$ cat config.mk
export PLATFORM = sky130hd
export DESIGN_NAME = scanout_reader
export DESIGN_NICKNAME = d
export VERILOG_FILES = /design/src/rtl/scanout_reader_pkg.sv /design/src/rtl/scanout_reader_fifo.sv /design/src/rtl/scanout_reader.sv
export SDC_FILE = /design/constraint.sdc
export NUM_CORES = 2
export LEC_CHECK = 0
export CAP_MARGIN = 15
export CORE_AREA = 3 3 625 875
export CTS_CLUSTER_SIZE = 28
export DETAILED_ROUTE_END_ITERATION = 10
export DIE_AREA = 0 0 628 878
export GPL_TIMING_DRIVEN = 0
export PLACE_DENSITY = 0.53
export SYNTH_ARGS = -nofsm -noshare
export SYNTH_HDL_FRONTEND = slang
export SYNTH_SLANG_ARGS = --single-unit
$ cat constraint.sdc
create_clock -name clk -period 13.5 [get_ports clk]
set_clock_uncertainty 0.05 [all_clocks]
set_input_delay 1.35 -clock clk [delete_from_list [all_inputs] [get_ports clk]]
set_output_delay 1.35 -clock clk [all_outputs]
set_load 0.1 [all_outputs]
$ cat src/rtl/scanout_reader_pkg.sv
// Shared frame-buffer definitions for the scanout path: default raster size,
// burst field width, RGB565 black and the scanout FSM state encoding.
package scanout_reader_pkg;

  localparam int unsigned H_ACTIVE_DEF   = 640;
  localparam int unsigned V_ACTIVE_DEF   = 480;
  localparam int unsigned BURST_BITS_DEF = 10;

  localparam logic [15:0] RGB565_BLACK = 16'h0000;

  typedef enum logic [2:0] {
    IDLE       = 3'd0,
    WAIT_SPACE = 3'd1,
    REQ        = 3'd2,
    DATA       = 3'd3,
    FLUSH      = 3'd4
  } state_t;

endpackage

$ cat src/rtl/scanout_reader_fifo.sv
// scanout_fifo: synchronous pixel FIFO with clear, combinational head read and
// free-space count; a word pushed on one edge is visible to pop the next cycle.
module scanout_fifo #(
  parameter  int unsigned DEPTH = 256,
  parameter  int unsigned WIDTH = 16,
  localparam int unsigned AW    = $clog2(DEPTH)
) (
  input  logic             clk,
  input  logic             rst_n,
  input  logic             clear,
  input  logic             push,
  input  logic [WIDTH-1:0] din,
  input  logic             pop,
  output logic [WIDTH-1:0] dout,
  output logic             empty,
  output logic [AW:0]      free_count
);

  logic [WIDTH-1:0] mem [DEPTH];
  logic [AW:0]      wr_ptr;
  logic [AW:0]      rd_ptr;
  logic [AW:0]      used;
  logic             full;
  logic             push_ok;
  logic             pop_ok;

  assign used       = wr_ptr - rd_ptr;
  assign empty      = (used == '0);
  assign free_count = (AW+1)'(DEPTH) - used;
  assign full       = (free_count == '0);
  assign push_ok    = push && !full;
  assign pop_ok     = pop && !empty;
  assign dout       = mem[rd_ptr[AW-1:0]];

  always_ff @(posedge clk) begin
    if (!rst_n || clear) begin
      wr_ptr <= '0;
      rd_ptr <= '0;
    end else begin
      if (push_ok) wr_ptr <= wr_ptr + 1'b1;
      if (pop_ok)  rd_ptr <= rd_ptr + 1'b1;
    end
  end

  always_ff @(posedge clk) begin
    if (push_ok) mem[wr_ptr[AW-1:0]] <= din;
  end

endmodule

$ cat src/rtl/scanout_reader.sv
// Frame-buffer scanout engine: sequential SDRAM read bursts into a line FIFO,
// one pixel per display request. Optional SCANOUT_UNDERFLOW_CNT_EN adds underflow_cnt.
module scanout_reader
  import scanout_reader_pkg::*;
#(
  parameter int unsigned H_ACTIVE   = H_ACTIVE_DEF,
  parameter int unsigned V_ACTIVE   = V_ACTIVE_DEF,
  parameter int unsigned BURST_BITS = BURST_BITS_DEF,
  parameter int unsigned BURST_LEN  = 64,
  parameter int unsigned FIFO_DEPTH = 256
) (
  input  logic                  clk,
  input  logic                  rst_n,
  input  logic                  enable,
  input  logic                  frame_start,
  input  logic [1:0]            bank,
  output logic                  read_burst_req,
  output logic [23:0]           addr,
  output logic [1:0]            read_bank,
  output logic [BURST_BITS-1:0] read_burst_len,
  input  logic                  read_burst_data_valid,
  input  logic [15:0]           read_burst_data,
  input  logic                  read_burst_finish,
  input  logic                  pixel_req,
  output logic [15:0]           pixel,
  output logic                  pixel_valid,
  output logic                  underflow
`ifdef SCANOUT_UNDERFLOW_CNT_EN
  ,
  output logic [15:0]           underflow_cnt
`endif
);

  localparam int unsigned FCW         = $clog2(FIFO_DEPTH) + 1;
  localparam logic [23:0] FRAME_WORDS = 24'(H_ACTIVE * V_ACTIVE);

  state_t                state;
  state_t                next_state;
  logic [23:0]           word_addr;
  logic [23:0]           word_addr_d;
  logic [23:0]           remaining;
  logic [23:0]           addr_d;
  logic [BURST_BITS-1:0] burst_words;
  logic [BURST_BITS-1:0] len_d;
  logic [1:0]            read_bank_d;
  logic                  req_d;
  logic                  can_req;
  logic                  restart_pending;
  logic                  restart_pending_d;
  logic                  fifo_clear;
  logic                  fifo_push;
  logic                  fifo_pop;
  logic                  fifo_empty;
  logic [15:0]           fifo_dout;
  logic [FCW-1:0]        free_count;
  logic                  pop_empty;
  logic [15:0]           pixel_d;
  logic                  pixel_valid_d;
  logic                  underflow_d;

  assign remaining   = FRAME_WORDS - word_addr;
  assign burst_words = (remaining < 24'(BURST_LEN)) ? BURST_BITS'(remaining)
                                                    : BURST_BITS'(BURST_LEN);
  assign can_req     = enable && (remaining != '0) && (free_count >= FCW'(BURST_LEN));

  scanout_fifo #(
    .DEPTH (FIFO_DEPTH),
    .WIDTH (16)
  ) u_fifo (
    .clk        (clk),
    .rst_n      (rst_n),
    .clear      (fifo_clear),
    .push       (fifo_push),
    .din        (read_burst_data),
    .pop        (fifo_pop),
    .dout       (fifo_dout),
    .empty      (fifo_empty),
    .free_count (free_count)
  );

  always_ff @(posedge clk) begin
    if (!rst_n) state <= IDLE;
    else        state <= next_state;
  end

  // A burst is never aborted: a restart seen in DATA waits for the finish pulse.
  always_comb begin
    next_state = state;
    unique case (state)
      IDLE:       if (frame_start) next_state = FLUSH;
      FLUSH:      next_state = WAIT_SPACE;
      WAIT_SPACE: if (frame_start) next_state = FLUSH;
                  else if (can_req) next_state = REQ;
      REQ:        next_state = frame_start ? FLUSH : DATA;
      DATA:       if (read_burst_finish)
                    next_state = (restart_pending || frame_start) ? FLUSH : WAIT_SPACE;
      default:    next_state = IDLE;
    endcase
  end

  // Burst outputs are registered from next_state so the request rises on the edge entering REQ.
  always_comb begin
    req_d             = (next_state == REQ) || (next_state == DATA);
    addr_d            = addr;
    len_d             = read_burst_len;
    word_addr_d       = word_addr;
    read_bank_d       = read_bank;
    restart_pending_d = (state == DATA) && (next_state == DATA) &&
                        (restart_pending || frame_start);
    fifo_clear        = (state == FLUSH);
    fifo_push         = (state == DATA) && read_burst_data_valid &&
                        !frame_start && !restart_pending;
    fifo_pop          = pixel_req && !frame_start && !fifo_empty;
    pop_empty         = pixel_req && !frame_start && fifo_empty;
    pixel_d           = fifo_pop ? fifo_dout : RGB565_BLACK;
    pixel_valid_d     = fifo_pop;
    underflow_d       = ((state == FLUSH) ? 1'b0 : underflow) | pop_empty;
    if (state == WAIT_SPACE && next_state == REQ) begin
      addr_d = word_addr;
      len_d  = burst_words;
    end
    if (state == FLUSH) begin
      word_addr_d = '0;
      read_bank_d = bank;
    end else if (state == DATA && read_burst_finish) begin
      word_addr_d = word_addr + {{(24-BURST_BITS){1'b0}}, read_burst_len};
    end
  end

  always_ff @(posedge clk) begin
    if (!rst_n) begin
      read_burst_req  <= 1'b0;
      addr            <= '0;
      read_burst_len  <= '0;
      read_bank       <= '0;
      word_addr       <= '0;
      restart_pending <= 1'b0;
      pixel           <= RGB565_BLACK;
      pixel_valid     <= 1'b0;
      underflow       <= 1'b0;
    end else begin
      read_burst_req  <= req_d;
      addr            <= addr_d;
      read_burst_len  <= len_d;
      read_bank       <= read_bank_d;
      word_addr       <= word_addr_d;
      restart_pending <= restart_pending_d;
      pixel           <= pixel_d;
      pixel_valid     <= pixel_valid_d;
      underflow       <= underflow_d;
    end
  end

`ifdef SCANOUT_UNDERFLOW_CNT_EN
  always_ff @(posedge clk) begin
    if (!rst_n)                                underflow_cnt <= '0;
    else if (pop_empty && underflow_cnt != '1) underflow_cnt <= underflow_cnt + 16'd1;
  end
`endif

endmodule
==> results.cfg <==
[pwr]
total_power_mw = 31.4
power.leakage_nw = 60.4
pwr_density_cell_nw_per_um2 = 158
vdd_drop_max_uv = 133

[worst_setup_path]
sort_of_element_at_the_end_of_the_critical_path = register
worst_r2r_endpoint = u_fifo.mem[74][14]
maximum_single_stage_delay_on_the_critical_path_ps = 1120
r2r_start = u_fifo.rd_ptr[3]
timing.setup.critical_path_class = register to register
crit_path_start_kind = register
cpLargestDelayFamily = buffers and inverters
arrival_ps = 11220
critPathCapture = u_fifo.mem[74][14]
path_cells = inv_2 -> buf_2 -> buf_12 -> clkbuf_2 -> buf_12 -> clkbuf_2 -> buf_12 -> ha_1 -> o21ai_0 -> a21oi_1 -> o31ai_1 -> a2111o_1 -> nor3_1 -> ha_1 -> a21oi_1 -> buf_1 -> nand3_1 -> clkbuf_2 -> buf_12 -> nor2_2 -> buf_8
ff2ff_setup_slack_ps = 2960
worstSetupPathDepth = 21
worst-endpoint-required_ps = 14190
crit_path_frequent_cell = sky130_fd_sc_hd__buf_12
cp_slowest_cell = sky130_fd_sc_hd__nand3_1
path_buf_inv = 11
crit_path_start = u_fifo.rd_ptr[3]
r2r_cells = 21
cp_max_fo = 10

[timing]
final_min_period_over_clock_period = 0.780
postLayoutSetupSlackWorst_ps = 2960
rsz_0062_raised_after_global_routing = false
maxClockFrequency_ghz = 0.0949
hold_slack_ps = 408
worst_slew_margin_rel = -0.0582
tightest_slew_ps = 1590
period_minus_slack_ps = 10540
report.final.setup_viol = 0
final-hold-violation-count = 0
report.final.slew_viol_count = 2

[drt]
vias = 100000
initialDrtViolationCount = 18800
detail_route.drc_violations = 0
drt_wl_total_mm = 912
wl_per_cell_um = 55.9
detail_route.first_pass.iterations = 9
via_per_inst = 6.14
antenna_violating_nets_post_route = 0

[clock_network]
cts_buffers = 405
clock_pin_slew_reported_for_the_worst_setup_and_hold_paths_after_clock_tree_synthesis_ps = 60
clockRootBuffer = sky130_fd_sc_hd__clkbuf_16
clockBufferDepth = 4
cts_tree = yes
cts_repair_resize_count = 0
insertion_delay_ps = 1120
post_cts_hold_buffer_count = 0
cts.htree.levels = 5
cts.sink_count = 4197
buffers_inserted_by_post_cts_timing_repair = 0

[die]
die_w_um = 628
initial_utilization = 0.300
fp.coreArea_sq_um = 539000
die_area_sq_um = 551000
top_ports = 80
die-height_um = 878
count_of_standard_cell_rows = 319

[logic_synthesis]
netlist_top_cells_area = sky130_fd_sc_hd__edfxtp_1, sky130_fd_sc_hd__mux4_2, sky130_fd_sc_hd__mux2i_1, sky130_fd_sc_hd__dfxtp_1, sky130_fd_sc_hd__nor2_1
synth_warnings = 0
synth.top_cell.area_share = 0.761
post_synth_instance_area_sq_um = 162000
synth_adder_area_share = 0.00218
synth_top_family_by_area = multiplexers
post-synth-top-area-cell = sky130_fd_sc_hd__edfxtp_1
ys_async_sr_fraction = 0
yosysSeqAreaShare = 0.774
synth-xor-area-share = 0.00206
yosys_register_bits = 4197
postSynthNetCount = 7598
post_synth_and_or_nand_nor_area_fraction = 0.0202
synth_cell_type_count = 81
synth-edff-count = 4096
synth_flop_cell = sky130_fd_sc_hd__edfxtp_1
syn_avg_cell_area_sq_um = 21.4
synthMuxAreaShare = 0.156
cells_after_synth = 7546
synthesized_area_fraction_occupied_by_ao_oa_aoi_and_oai_cells = 0.0334

[outcome]
result_of_the_run = complete, but fails checks
failing_checks = slew limit

[grt]
globalRouteOverflowTotal = 0
via_count_of_the_first_global_routing_pass = 91500
antenna_found_initial = 174
grt_util_all_layers = 0.324
grt_first_pass_wirelength_mm = 1120
grt_max_degree = 143

[finish]
drive_gt1_frac = 0.317
final_cells = 16300
multi_input_comb_area_sq_um = 36100
num-fill-cells = 49000
finish.utilization = 0.368
layout_common_cells = sky130_fd_sc_hd__edfxtp_1, sky130_fd_sc_hd__mux4_2, sky130_fd_sc_hd__clkbuf_16
sequential_area_sq_um = 125000
layout_commonest_cell = sky130_fd_sc_hd__edfxtp_1
syn_to_final_growth_pct = 22.7
num-nets-final = 8649

[placement]
portBuffers = 79
dp_hpwl_mm = 672
preCtsSetupSlack_ps = 2810
place_inst = 15400
place_congestion = 1.06

[worst_hold_path]
worst_hold_path_type = register to register

[run]
drv.max_cap_violation_count = 0
## where the power goes
| part | internal (mW) | switching [mW] | leakage, nW | total [mW] |
|---|---|---|---|---|
| clock network | 6.37 | 5.35 | 6.36 | 11.7 |
| logic | 1.63 | 3.73 | 16.4 | 5.36 |
| registers | 14.3 | 0.0147 | 37.6 | 14.3 |
| total | 22.3 | 9.10 | 60.4 | 31.4 |
## Yosys cell counts, drive strengths merged (7+ instances only)
cell / instances
edfxtp: 4096
nand3: 55
o221ai: 47
mux4: 993
a22oi: 92
nand2: 188
a22o: 53
o21a: 12
inv: 27
nor2: 368
nand2b: 12
xnor2: 33
a211oi: 27
nor4: 9
a21oi: 163
o21ai: 108
dfxtp: 101
o211ai: 14
and2: 10
buf: 178
or3: 16
nor2b: 17
o31ai: 7
o22ai: 52
a2111oi: 10
ha: 25
mux2i: 286
a221oi: 106
a31oi: 16
clkbuf: 273
nor3: 28
nand4: 14
## sequential cells by signal, summed over array words and instances (netlist names), 2 cells and up
name            cells
u_fifo.rd_ptr       9
read_burst_len     10
state               3
word_addr          24
pixel              16
addr               24
u_fifo.wr_ptr       9
u_fifo.mem       4096
read_bank           2
## cell families after synthesis
logic type / after synthesis
DFF: 4197
muxes: 1284
AOI/OAI and AO/OA: 772
and+or+nand+nor: 749
buffers and inverters: 479
xor gates and xnor gates: 38
adders and majority gates: 27
## worst reg2reg max path, cell delays in order (launching register included)
cell and delay, ps:
sky130_fd_sc_hd__dfxtp_1 930, sky130_fd_sc_hd__inv_2 440, sky130_fd_sc_hd__buf_2 450, sky130_fd_sc_hd__buf_12 280, sky130_fd_sc_hd__clkbuf_2 530, sky130_fd_sc_hd__buf_12 390
sky130_fd_sc_hd__clkbuf_2 280, sky130_fd_sc_hd__buf_12 210, sky130_fd_sc_hd__ha_1 440, sky130_fd_sc_hd__o21ai_0 110, sky130_fd_sc_hd__a21oi_1 230, sky130_fd_sc_hd__o31ai_1 120
sky130_fd_sc_hd__a2111o_1 410, sky130_fd_sc_hd__nor3_1 520, sky130_fd_sc_hd__ha_1 390, sky130_fd_sc_hd__a21oi_1 530, sky130_fd_sc_hd__buf_1 670, sky130_fd_sc_hd__nand3_1 1140
sky130_fd_sc_hd__clkbuf_2 680, sky130_fd_sc_hd__buf_12 290, sky130_fd_sc_hd__nor2_2 790, sky130_fd_sc_hd__buf_8 260
## worst min path at each step
stage	start	to	cells past startpoint
after floorplan	u_fifo.rd_ptr[8]	u_fifo.rd_ptr[8]	2
after global placement	addr[16]	addr[16]	2
after detailed placement	addr[23]	addr[23]	2
after CTS	addr[23]	addr[23]	2
after global routing	addr[16]	addr[16]	2
final	addr[23]	addr[23]	2
## per-stage QoR
stage / TNS [ps] / area, sq um
5_1_grt: 0 / 198000
3_3_place_gp: -8520260 / 171000
2_1_floorplan: 0 / 162000
4_1_cts: 0 / 198000
6_report: 0 / 198000
3_5_place_dp: 0 / 185000
## layer usage
metal  share of wire  GRT usage
met5         0.00032          0
met1            0.31      0.348
met3            0.12      0.113
met2            0.44      0.482
met4            0.13      0.343
## cell type report
cell class / instances / share of cell area
Antenna cell: 144 / 0.00182
Clock buffer: 471 / 0.0529
Buffer: 451 / 0.0113
Timing Repair Buffer: 644 / 0.0623
Clock inverter: 271 / 0.0132
Tap cell: 7222 / 0.0456
Inverter: 28 / 0.000530
Sequential cell: 4197 / 0.630
Multi-Input combinational cell: 2870 / 0.182
(Power assumes the default switching activity.)
